`src/rtl/alu_pkg.sv`:
```
// alu_pkg: shared definitions for the shared-ALU controller.
//   - opcode encodings understood by the ALU and the controller
//   - controller state enum
//   - default datapath width and an opcode legality helper
package alu_pkg;

  localparam int W_DEF = 16;

  localparam logic [2:0] OP_AND = 3'b000;
  localparam logic [2:0] OP_OR  = 3'b001;
  localparam logic [2:0] OP_ADD = 3'b010;
  localparam logic [2:0] OP_SUB = 3'b011;
  localparam logic [2:0] OP_SLT = 3'b111;

  typedef enum logic [1:0] {
    IDLE = 2'd0,
    EXEC = 2'd1,
    RESP = 2'd2
  } state_t;

  // Opcodes 100/101/110 have no ALU function.
  function automatic logic op_legal(input logic [2:0] op);
    return !(op == 3'b100 || op == 3'b101 || op == 3'b110);
  endfunction

endpackage

```
`src/rtl/rr_arb2.sv`:
```
// rr_arb2: two-requester arbiter, purely combinational.
//   req[1:0]  request vector
//   en        grants only when high
//   fair      1 = round-robin using ptr on contention, 0 = port 0 wins
//   ptr       current preferred port (0/1), held by the caller
//   gnt[1:0]  one-hot grant, or 0
//   ptr_nxt   next pointer value: toggles on every grant
module rr_arb2 (
  input  logic [1:0] req,
  input  logic       en,
  input  logic       fair,
  input  logic       ptr,
  output logic [1:0] gnt,
  output logic       ptr_nxt
);

  always_comb begin
    gnt = 2'b00;
    if (en) begin
      case (req)
        2'b01:   gnt = 2'b01;
        2'b10:   gnt = 2'b10;
        2'b11:   gnt = (fair && ptr) ? 2'b10 : 2'b01;
        default: gnt = 2'b00;
      endcase
    end
  end

  // Pointer flips after any grant, independent of which port won.
  assign ptr_nxt = (|gnt) ? ~ptr : ptr;

endmodule

```
`src/rtl/alu_share_ctrl.sv`:
```
// alu_share_ctrl: shares one combinational ALU between two requesters
// (port 0 = execute stage, port 1 = branch/address unit).
//   clk, rst_n               clock, async active-low reset
//   rqN_valid/ready/op/a/b   request handshake and operands, N = 0,1
//   rsN_valid/ready/result   response handshake and result
//   alu_a/alu_b/alu_ctrl     operands and control to the ALU
//   alu_result               ALU output (combinational)
//   busy                     high whenever not IDLE
//   op_err                   high during EXEC of an illegal opcode
// Optional build macro ALU_SHARE_FLAGS_EN adds alu_cout/alu_ovf inputs and
// rsN_flags = {cout, ovf, zero} outputs captured alongside the result.
module alu_share_ctrl
  import alu_pkg::*;
#(
  parameter int W       = W_DEF,
  parameter bit FAIR_RR = 1'b1
) (
  input  logic         clk,
  input  logic         rst_n,
  input  logic         rq0_valid,
  output logic         rq0_ready,
  input  logic [2:0]   rq0_op,
  input  logic [W-1:0] rq0_a,
  input  logic [W-1:0] rq0_b,
  output logic         rs0_valid,
  input  logic         rs0_ready,
  output logic [W-1:0] rs0_result,
  input  logic         rq1_valid,
  output logic         rq1_ready,
  input  logic [2:0]   rq1_op,
  input  logic [W-1:0] rq1_a,
  input  logic [W-1:0] rq1_b,
  output logic         rs1_valid,
  input  logic         rs1_ready,
  output logic [W-1:0] rs1_result,
  output logic [W-1:0] alu_a,
  output logic [W-1:0] alu_b,
  output logic [2:0]   alu_ctrl,
  input  logic [W-1:0] alu_result,
`ifdef ALU_SHARE_FLAGS_EN
  input  logic         alu_cout,
  input  logic         alu_ovf,
  output logic [2:0]   rs0_flags,
  output logic [2:0]   rs1_flags,
`endif
  output logic         busy,
  output logic         op_err
);

  state_t       state;
  logic         owner;   // port that owns the in-flight op
  logic         ptr;
  logic [2:0]   op_q;
  logic [W-1:0] a_q, b_q, result_q, res_pp;
  logic [1:0]   gnt;
  logic         ptr_nxt;
  logic [2:0]   sel_op;
  logic [W-1:0] sel_a, sel_b;

  rr_arb2 u_arb (
    .req     ({rq1_valid, rq0_valid}),
    .en      (state == IDLE),
    .fair    (FAIR_RR),
    .ptr     (ptr),
    .gnt     (gnt),
    .ptr_nxt (ptr_nxt)
  );

  assign rq0_ready = gnt[0];
  assign rq1_ready = gnt[1];

  assign sel_op = gnt[1] ? rq1_op : rq0_op;
  assign sel_a  = gnt[1] ? rq1_a  : rq0_a;
  assign sel_b  = gnt[1] ? rq1_b  : rq0_b;

  // Operand registers double as the ALU drive: they only change on accept,
  // so the ALU inputs hold their last value outside EXEC.
  assign alu_a    = a_q;
  assign alu_b    = b_q;
  assign alu_ctrl = op_q;

  // SLT is resolved here from the latched operands; illegal ops yield 0.
  always_comb begin
    res_pp = '0;
    case (op_q)
      OP_AND, OP_OR, OP_ADD, OP_SUB: res_pp = alu_result;
      OP_SLT: res_pp = {{(W-1){1'b0}}, ($signed(a_q) < $signed(b_q))};
      default: res_pp = '0;
    endcase
  end

  always_ff @(posedge clk or negedge rst_n) begin
    if (!rst_n) begin
      state    <= IDLE;
      owner    <= 1'b0;
      ptr      <= 1'b0;
      op_q     <= '0;
      a_q      <= '0;
      b_q      <= '0;
      result_q <= '0;
      op_err   <= 1'b0;
    end else begin
      case (state)
        IDLE: begin
          if (|gnt) begin
            owner  <= gnt[1];
            op_q   <= sel_op;
            a_q    <= sel_a;
            b_q    <= sel_b;
            ptr    <= ptr_nxt;
            op_err <= !op_legal(sel_op);
            state  <= EXEC;
          end
        end
        EXEC: begin
          result_q <= res_pp;
          op_err   <= 1'b0;
          state    <= RESP;
        end
        RESP: begin
          if (owner ? rs1_ready : rs0_ready) state <= IDLE;
        end
        default: state <= IDLE;
      endcase
    end
  end

  assign busy       = (state != IDLE);
  assign rs0_valid  = (state == RESP) && !owner;
  assign rs1_valid  = (state == RESP) &&  owner;
  assign rs0_result = rs0_valid ? result_q : '0;
  assign rs1_result = rs1_valid ? result_q : '0;

`ifdef ALU_SHARE_FLAGS_EN
  logic [2:0] flags_q;

  always_ff @(posedge clk or negedge rst_n) begin
    if (!rst_n)              flags_q <= '0;
    else if (state == EXEC)  flags_q <= {alu_cout, alu_ovf, (res_pp == '0)};
  end

  assign rs0_flags = rs0_valid ? flags_q : '0;
  assign rs1_flags = rs1_valid ? flags_q : '0;
`endif

endmodule

```
`config.mk`:
```
export PLATFORM = sky130hd
export DESIGN_NAME = alu_share_ctrl
export DESIGN_NICKNAME = d
export VERILOG_FILES = /design/src/rtl/alu_pkg.sv /design/src/rtl/rr_arb2.sv /design/src/rtl/alu_share_ctrl.sv
export SDC_FILE = /design/constraint.sdc
export NUM_CORES = 1
export LEC_CHECK = 0
export BUFFER_PORTS_ARGS = -buffer_cell sky130_fd_sc_hd__buf_2
export CELL_PAD_IN_SITES_DETAIL_PLACEMENT = 1
export CELL_PAD_IN_SITES_GLOBAL_PLACEMENT = 1
export CORE_UTILIZATION = 29
export CTS_CLUSTER_DIAMETER = 120
export CTS_CLUSTER_SIZE = 28
export DETAILED_ROUTE_END_ITERATION = 8
export GPL_ROUTABILITY_DRIVEN = 1
export HOLD_SLACK_MARGIN = 0.05
export PLACE_DENSITY_LB_ADDON = 0.2
export SETUP_SLACK_MARGIN = 0.2
export SYNTH_ARGS = -nofsm -noshare
export SYNTH_HDL_FRONTEND = slang
export SYNTH_SLANG_ARGS = --single-unit
```
`constraint.sdc`:
```
create_clock -name clk -period 1.7 [get_ports clk]
set_clock_uncertainty 0.15 [all_clocks]
set_input_delay 0.255 -clock clk [delete_from_list [all_inputs] [get_ports clk]]
set_output_delay 0.255 -clock clk [all_outputs]
set_load 0.01 [all_outputs]
```
==> flow_summary.toml <==
[outcome]
status = "complete, but fails checks"
violations = "negative setup slack"

[logic_synthesis]
synthCells = 373
ys.flop_type = "dfrtp_1"
synth_area_leaders = "dfrtp_1 (45%), nand2_1 (10%), a31oi_1 (6.6%), and2_1 (6.4%), ha_1 (6.0%)"
synth_edf_count = 0
synth_area_um2 = 3130
yosys_warnings = 0
synthArstFlopShare_pct = 100
synth_largest_area_cell = "dfrtp_1"
synth_top_area_share_pct = 44.8
yosysSeqAreaShare_pct = 44.8
synthesis.nets = 480
synth_cell_type_count = 36
syn_area_per_cell_um2 = 8.39
synth_seq_cells = 56

[pwr]
p_per_area_nw_per_um2 = 1760
vdd_drop_max_mv = 0.777
leakage_nw = 2.98

[cts]
clk_pin_slew_ps = 110
clkLatencyLatePin_ps = 320
root_buffer = "clkbuf_8"
clock-sinks = 56
clockBufferDepth = 2
htree_levels = 2
numCtsBuffers = 5
cts_tree = "built"

[route]
vias = 3784
wire_per_inst_um = 18.6
drt-total-wl_mm = 14.5
drt-vias-per-instance = 4.85
drtIter0Drc = 170
antenna_left = 0
drt_pre_antenna_iters = 4
drc = 0

[critical_path]
cp_top_family = "buffers and inverters"
cp_slowest_stage_delay_ps = 410
critPathLaunchType = "flip-flop"
critical_path_required_ps = 1760
critical_path_class = "flip-flop to flip-flop"
path_max_fanout = 8
cp.depth = 10
reg2reg_depth = 10
slowest_stage = "dfrtp_1"
critPathBufInv = 6
setup.worst_path.end_class = "flip-flop"
critPathArrivalTime_ps = 1960
cp_cell_sequence = "buf_6 > nor2_4 > buf_6 > inv_8 > nor2_8 > buf_12 > buf_8 > buf_16 > nor2_4 > a31oi_1"

[timing]
fmax_mhz = 527
tightest_slew_ps = 559
period_share_pct = 112
setup_ws_ps = -199
setup_violations = 66
fin_hold_ws_ps = 50.3
layout_min_cycle_time_ps = 1900
max_slew_margin_pct = 62.6
rsz0062_at_grt = "true"
finalHoldViolCount = 0
report.final.slew_viol_count = 0

[layout]
layout_commonest_cell = "buf_2"
drive_gt1_share_pct = 47.5
layout_common_cells = "buf_2 (157), nand2_1 (79), dlygate4sd3_1 (57), dfrtp_1 (55), and2_1 (31)"
finalNonFillerCells = 780
syn2layout_area_growth_pct = 97.6
nets = 750
diodes = 0

[floorplan]
core_um2 = 10400
row_count = 37
fp.dieW_um = 106
start_util_pct = 30.1
io_pins = 165
die_h_um = 106
die_area_um2 = 11200

[global_route]
overflow = 0
grt_pass1_vias = 3868
grt_max_degree = 57
grt_usage_pct = 22.9
grt_pass1_wl_mm = 19.9
antenna_found_initial = 0

[placement]
dp_cells = 678
place_congestion = 0.751
dp_hpwl_mm = 7.43
port_buffers = 164

[worst_hold_path]
min_path_type = "input pin to flip-flop"
holdPathStages = 3

[job]
max-cap-violations = 0
==> final cells by class <==
type,instances,area [um2]
clock buffers,6,72.6
clock inverters,2,35.0
fillers,1199,4230
inverters,18,77.6
multi-input cells,278,2060
flip-flops and latches,56,1400
well taps,136,170
repair buffers,284,2370
==> power by group <==
| part | total, W | switching, W | internal, W |
|---|---|---|---|
| clock | 0.000895 | 0.000456 | 0.000439 |
| sequential | 0.00253 | 0.000602 | 0.00193 |
| combinational | 0.00744 | 0.00363 | 0.00381 |
| total | 0.0109 | 0.00468 | 0.00618 |
==> kinds of logic after synthesis <==
kind of cell / share of synthesized area, %
AND/OR/NAND/NOR: 28.7
flip-flops: 44.8
adder cells (fa/ha/maj): 6.00
XOR/XNOR: 0.280
buffers and inverters: 6.00
AO/OA/AOI/OAI: 12.6
multiplexers: 1.64
==> synth_stat cells (2+ instances only) <==
library cell	n
mux2i_1	4
a21oi_1	6
nand2b_1	18
and2_1	32
buf_4	3
nand2_1	87
o21ai_0	19
a31oi_1	33
nand3_1	2
nor2_1	39
clkbuf_1	3
ha_1	15
inv_2	2
buf_2	15
and3_1	3
inv_1	16
a211oi_1	2
dfrtp_1	56
==> per-stage QoR <==
| step | total power (W) | setup TNS (ps) | utilization, % | cell area (um2) | worst slack, ps |
|---|---|---|---|---|---|
| finish | 0.0109 | -5500 | 59.4 | 6190 | -199 |
| global route | 0.0115 | -10590 | 59.4 | 6190 | -252 |
| CTS | 0.00937 | -3630 | 54.5 | 5670 | -125 |
| detailed placement | 0.00657 | -203 | 41.1 | 4280 | -203 |
| global placement | 0.00645 | -130 | 41.1 | 4280 | -130 |
| floorplan | 0.00475 | -20.6 | - | 3140 | -20.6 |
==> what timing repair did <==
item,4_1_cts,5_1_grt
hold buffers,56,1
setup buffers,13,13
setup endpoints to repair,74,92
gates cloned,10,1
gates resized for setup,80,73
endpoints found under the hold margin,89,1
pin swaps,12,19
==> tightest hold or removal path: cells and delay by family <==
family                 cells  cell delay, ps
AO/OA/AOI/OAI              1              70
AND/OR/NAND/NOR            1              50
buffers and inverters      1             110
==> routing by layer <==
metal  global-route usage (%)  up-vias  routed length, um  part of all wire [%]
li1                         -     1778                  -                     -
met1                     25.7     1810               5600                    39
met2                     43.7      165               7870                    54
met3                     4.17       31                603                   4.2
met4                     6.65        0                395                   2.7
met5                        0        -                  0                     0
==> sequential cells by signal, summed over array words and instances, names as in the netlist <==
signal    count
alu_a        16
alu_b        16
result_q     16
alu_ctrl      3
state         2
op_err        1
owner         1
ptr           1
==> final timing paths <==
check | startpoint | end | slack, ps
max | state[0] | alu_b[4] | -200
min | rq1_a[15] | alu_a[15] | 50
max reg2reg | state[0] | alu_b[4] | -200
min reg2reg | ptr | ptr | 340
max in group asynchronous | rst_n | state[1] | 810
min in group asynchronous | rst_n | result_q[4] | 320
Note: power is estimated with default switching activity, not from simulation.
